$ cat src/rtl/cdc_hs_tx.sv
// Source-side launcher for a 4-phase REQ/ACK multi-bit crossing; ACK is resynchronised locally.
// Optional handshake watchdog enabled by defining CDC_HS_TIMEOUT_EN.
`timescale 1ns/1ps
module cdc_hs_tx #(
  parameter int BUS_WIDTH      = 8,
  parameter int STAGES_NUM     = 2,
  parameter int TIMEOUT_CYCLES = 64
) (
  input  logic                 CLK,
  input  logic                 RST,
  input  logic [BUS_WIDTH-1:0] DATA_IN,
  input  logic                 DATA_VALID,
  input  logic                 ACK_ASYNC,
  output logic                 REQ_OUT,
  output logic [BUS_WIDTH-1:0] DATA_OUT,
  output logic                 BUSY,
  output logic                 DONE,
  output logic                 ERR
);

  if (STAGES_NUM < 2 || STAGES_NUM > 4 || TIMEOUT_CYCLES < 1) begin : g_bad_param
    $error("cdc_hs_tx: STAGES_NUM must be 2..4 and TIMEOUT_CYCLES >= 1");
  end

  typedef enum logic [1:0] {IDLE, REQ_HI, ACK_LO} state_t;

  state_t                 state_q, state_d;
  logic [STAGES_NUM-1:0]  ack_sync_q;
  logic                   ack_s;
  logic                   tmo;
  logic                   req_q, req_d;
  logic                   done_q, done_d;
  logic [BUS_WIDTH-1:0]   data_q, data_d;

  // ACK_ASYNC goes only into the first synchroniser flop.
  always_ff @(posedge CLK or posedge RST) begin
    if (RST) ack_sync_q <= '0;
    else     ack_sync_q <= {ack_sync_q[STAGES_NUM-2:0], ACK_ASYNC};
  end

  assign ack_s = ack_sync_q[STAGES_NUM-1];

  always_ff @(posedge CLK or posedge RST) begin
    if (RST) begin
      state_q <= IDLE;
      req_q   <= 1'b0;
      data_q  <= '0;
      done_q  <= 1'b0;
    end else begin
      state_q <= state_d;
      req_q   <= req_d;
      data_q  <= data_d;
      done_q  <= done_d;
    end
  end

  always_comb begin
    state_d = state_q;
    case (state_q)
      IDLE:    if (DATA_VALID) state_d = REQ_HI;
      REQ_HI:  if (ack_s) state_d = ACK_LO;
               else if (tmo) state_d = IDLE;
      ACK_LO:  if (!ack_s || tmo) state_d = IDLE;
      default: state_d = IDLE;
    endcase
  end

  always_comb begin
    req_d  = req_q;
    data_d = data_q;
    done_d = 1'b0;
    case (state_q)
      IDLE:    if (DATA_VALID) begin
                 req_d  = 1'b1;
                 data_d = DATA_IN;
               end
      REQ_HI:  if (ack_s || tmo) req_d = 1'b0;
      ACK_LO:  done_d = !ack_s;
      default: req_d = 1'b0;
    endcase
  end

`ifdef CDC_HS_TIMEOUT_EN
  localparam int CNT_W = $clog2(TIMEOUT_CYCLES + 1);

  logic [CNT_W-1:0] cnt_q, cnt_d;
  logic             err_q;

  // Counter restarts whenever the FSM enters a waiting state.
  assign tmo   = (state_q != IDLE) && (cnt_q == CNT_W'(TIMEOUT_CYCLES - 1));
  assign cnt_d = (state_q != IDLE && state_d == state_q) ? cnt_q + 1'b1 : '0;

  always_ff @(posedge CLK or posedge RST) begin
    if (RST) begin
      cnt_q <= '0;
      err_q <= 1'b0;
    end else begin
      cnt_q <= cnt_d;
      err_q <= tmo && (state_d == IDLE) && !done_d;
    end
  end

  assign ERR = err_q;
`else
  assign tmo = 1'b0;
  assign ERR = 1'b0;
`endif

  assign REQ_OUT  = req_q;
  assign DATA_OUT = data_q;
  assign DONE     = done_q;
  assign BUSY     = (state_q != IDLE);

endmodule

$ cat config.mk
export PLATFORM = sky130hd
export DESIGN_NAME = cdc_hs_tx
export DESIGN_NICKNAME = d
export VERILOG_FILES = /design/src/rtl/cdc_hs_tx.sv
export SDC_FILE = /design/constraint.sdc
export NUM_CORES = 1
export LEC_CHECK = 0
export ABC_AREA = 1
export CORE_MARGIN = 2
export CORE_UTILIZATION = 39
export CTS_CLUSTER_DIAMETER = 200
export CTS_CLUSTER_SIZE = 20
export DETAILED_ROUTE_END_ITERATION = 10
export GPL_TIMING_DRIVEN = 0
export PLACE_DENSITY = 0.87
export SYNTH_ARGS = -nofsm -noshare
export SYNTH_HDL_FRONTEND = slang
export SYNTH_SLANG_ARGS = --single-unit
export TNS_END_PERCENT = 10
$ cat constraint.sdc
create_clock -name CLK -period 1.25 [get_ports CLK]
set_clock_uncertainty 0.15 [all_clocks]
set_input_delay 0.25 -clock CLK [delete_from_list [all_inputs] [get_ports CLK]]
set_output_delay 0.25 -clock CLK [all_outputs]
set_load 0.005 [all_outputs]
==> flow_summary.yaml <==
sta:
  fin_crit_sh: 1.12
  report.final.hold_viol_count: 0
  whs_ps: 150
  tns_ps: -238
  fmax_mhz: 717
  maxSlewViolCount: 0
  worstMarginPinSlew_ps: 522
  rsz0062_at_grt: "true"
  fin_crit_ps: 1390
  relSlewSlack: 0.652
  worst_slack_ps: -145
  setup_viol: 9
worst_setup_path:
  max_stage_delay_ps: 460
  cp.arrival_ps: 990
  r2r_cells: 6
  timing.rr.start: "state_q[0]"
  worst_path_max_delay_cell: "dfrtp_2"
  end_kind: "output port"
  r2r_setup_slack_ps: -20
  cp-start-kind: "flip-flop"
  critical_path.startpoint: "state_q[0]"
  worstReg2RegEnd: "DATA_OUT[0]"
  crit_chain: "nor2_8 -> inv_2 -> buf_2"
  cp_max_fo: 3
  critical_path_class: "flip-flop to output port"
  worstPathRequired_ps: 850
final_layout:
  nNetsFinal: 100
  antenna_cells: 0
  final-instance-count-excl-fill: 102
  finalCoreUtilization: 0.631
  syn_to_final_growth_pct: 49.2
  layout-drive-gt1-share: 0.333
  postLayoutCellArea_um2: 831
  fill_cells: 110
grt:
  overflow: 0
  grt_use_total: 0.154
  grt_pass1_vias: 422
  antenna_found_initial: 0
  grt_max_degree: 15
  grt_pass1_wl_um: 2000
cts:
  htree_levels: 1
  max-clock-path-buffers: 2
  insertion_delay_ps: 270
  cts.sinks: 14
  cts_tree: "yes"
  cts-root-buf: "clkbuf_4"
  clkSlewWorstSetupHoldPaths_ps: 90
  cts_buffers: 3
die:
  dieArea_mm2: 0.00175
  initial_core_util: 0.423
  die_w_um: 41.8
  fp-row-count: 13
  core_region_area_mm2: 0.00132
  chipHeight_um: 41.8
  boundaryPins: 24
detailed_routing:
  wl_met1_um: 529
  dr_wl_met2_um: 637
  drc_errors: 0
  vias: 456
  met3_length_um: 65
  wirelength_um: 1250
  drt_iter0_markers: 3
  dr.max_layer_used: "met4"
  wl_per_cell_um: 12.2
  ant_nets: 0
  viasPerCell: 4.47
  first_pass_iters: 4
place:
  place_inst: 92
  place_congestion: 0.647
  dpl_cell_area_um2: 786
  dp_slack_ps: -288
  port-buffer-count: 21
  dp_hpwl_um: 811
min_path:
  holdCritPathClass: "input pin to async pin"
synth:
  ys_seq_area_frac: 0.629
  syn_nets: 68
  ys_ff_latch: 14
  ys_types: 14
  yosysWarnings: 0
  synth.area.top_cells: "dfrtp_1 (63%), nand2_1 (12%), nand3_1 (7.2%)"
  syn_inst: 56
  netlist.area_leader.share: 0.629
  synth_area_um2: 557
  yosysTopAreaCell: "dfrtp_1"
  avgSynthCellArea_um2: 9.94
power:
  irDropWorstVdd_v: 0.00109
  power_density_mw_per_mm2: 2310
  cellLeakagePower_nw: 0.440
  finalPower_mw: 1.92
outcome:
  violations: "negative setup slack"
  outcome: "finished, violations left"
job:
  max_cap_violations: 0
-- power breakdown --
part	leakage (nW)	total (mW)	internal [mW]	switching (mW)
Clock	0.0210	0.321	0.177	0.144
Sequential	0.170	0.768	0.635	0.132
Combinational	0.249	0.827	0.436	0.391
Total	0.440	1.92	1.25	0.668
-- how the worst max path moves through the flow --
stage | endpoint | slack, ps | depth (start not counted)
final | BUSY | -140 | 3
after global routing | BUSY | -190 | 3
after CTS | BUSY | -150 | 3
after detailed placement | BUSY | -290 | 3
after global placement | BUSY | -260 | 3
after floorplan | DATA_OUT[0] | 180 | 4
-- worst max-delay path: cells and delay by family (launching register included) --
| family | cells | cell delay (ps) |
|---|---|---|
| buffers and inverters | 2 | 140 |
| DFF | 1 | 460 |
| and+or+nand+nor | 1 | 120 |
-- cell usage after synthesis --
| library cell | instances |
|---|---|
| inv_2 | 1 |
| nand3_1 | 8 |
| nor2_1 | 3 |
| inv_1 | 4 |
| conb_1 | 1 |
| nand2_4 | 1 |
| buf_4 | 1 |
| o21ai_1 | 1 |
| a21oi_2 | 1 |
| a21boi_1 | 1 |
| dfrtp_1 | 14 |
| nor2_8 | 1 |
| nand2_1 | 18 |
| buf_2 | 1 |
-- final cells by class --
| type | count | area, um2 | area share |
|---|---|---|---|
| well taps | 15 | 18.8 | 0.0226 |
| repair buffers | 27 | 208 | 0.250 |
| plain buffers | 2 | 12.5 | 0.0151 |
| multi-input cells | 35 | 184 | 0.221 |
| inverters | 5 | 18.8 | 0.0226 |
| flip-flops and latches | 14 | 353 | 0.425 |
| clock buffers | 4 | 36.3 | 0.0437 |
-- cell usage in the layout (no fill, tap or decap), drive strengths merged --
cell type	instances
clkbuf	14
a21boi	1
nand3	8
dfrtp	14
nand2	19
conb	1
nor2	4
o21ai	1
clkdlybuf4s50	10
inv	5
a21oi	1
buf	9
-- cell families (layout without fill, tap and decap cells) --
family          Yosys count  after routing  synth area share
flops                    14             14             0.629
buf+inv                   7             38            0.0562
other cells               1              1           0.00674
compound gates            3              3            0.0382
simple gates             31             31             0.270
-- routing by layer --
layer | vias up | global-route usage
li1 | 233 | -
met1 | 206 | 0.183
met2 | 15 | 0.244
met3 | 2 | 0.0565
met4 | 0 | 0.0774
met5 | - | 0
-- registers in the layout, summed over array words and instances (netlist names) --
register,cells
DATA_OUT,8
ack_sync_q,2
REQ_OUT,1
state_q,2
DONE,1
-- repair_timing --
item / 4_1_cts / 5_1_grt
setup endpoints to repair: 11 / 20
endpoints found under the hold margin: 0 / 0
pin swaps: 1 / 1
hold buffers: 0 / 0
resized for setup: 26 / 13
buffers inserted: 5 / 1
(Power assumes the default switching activity.)
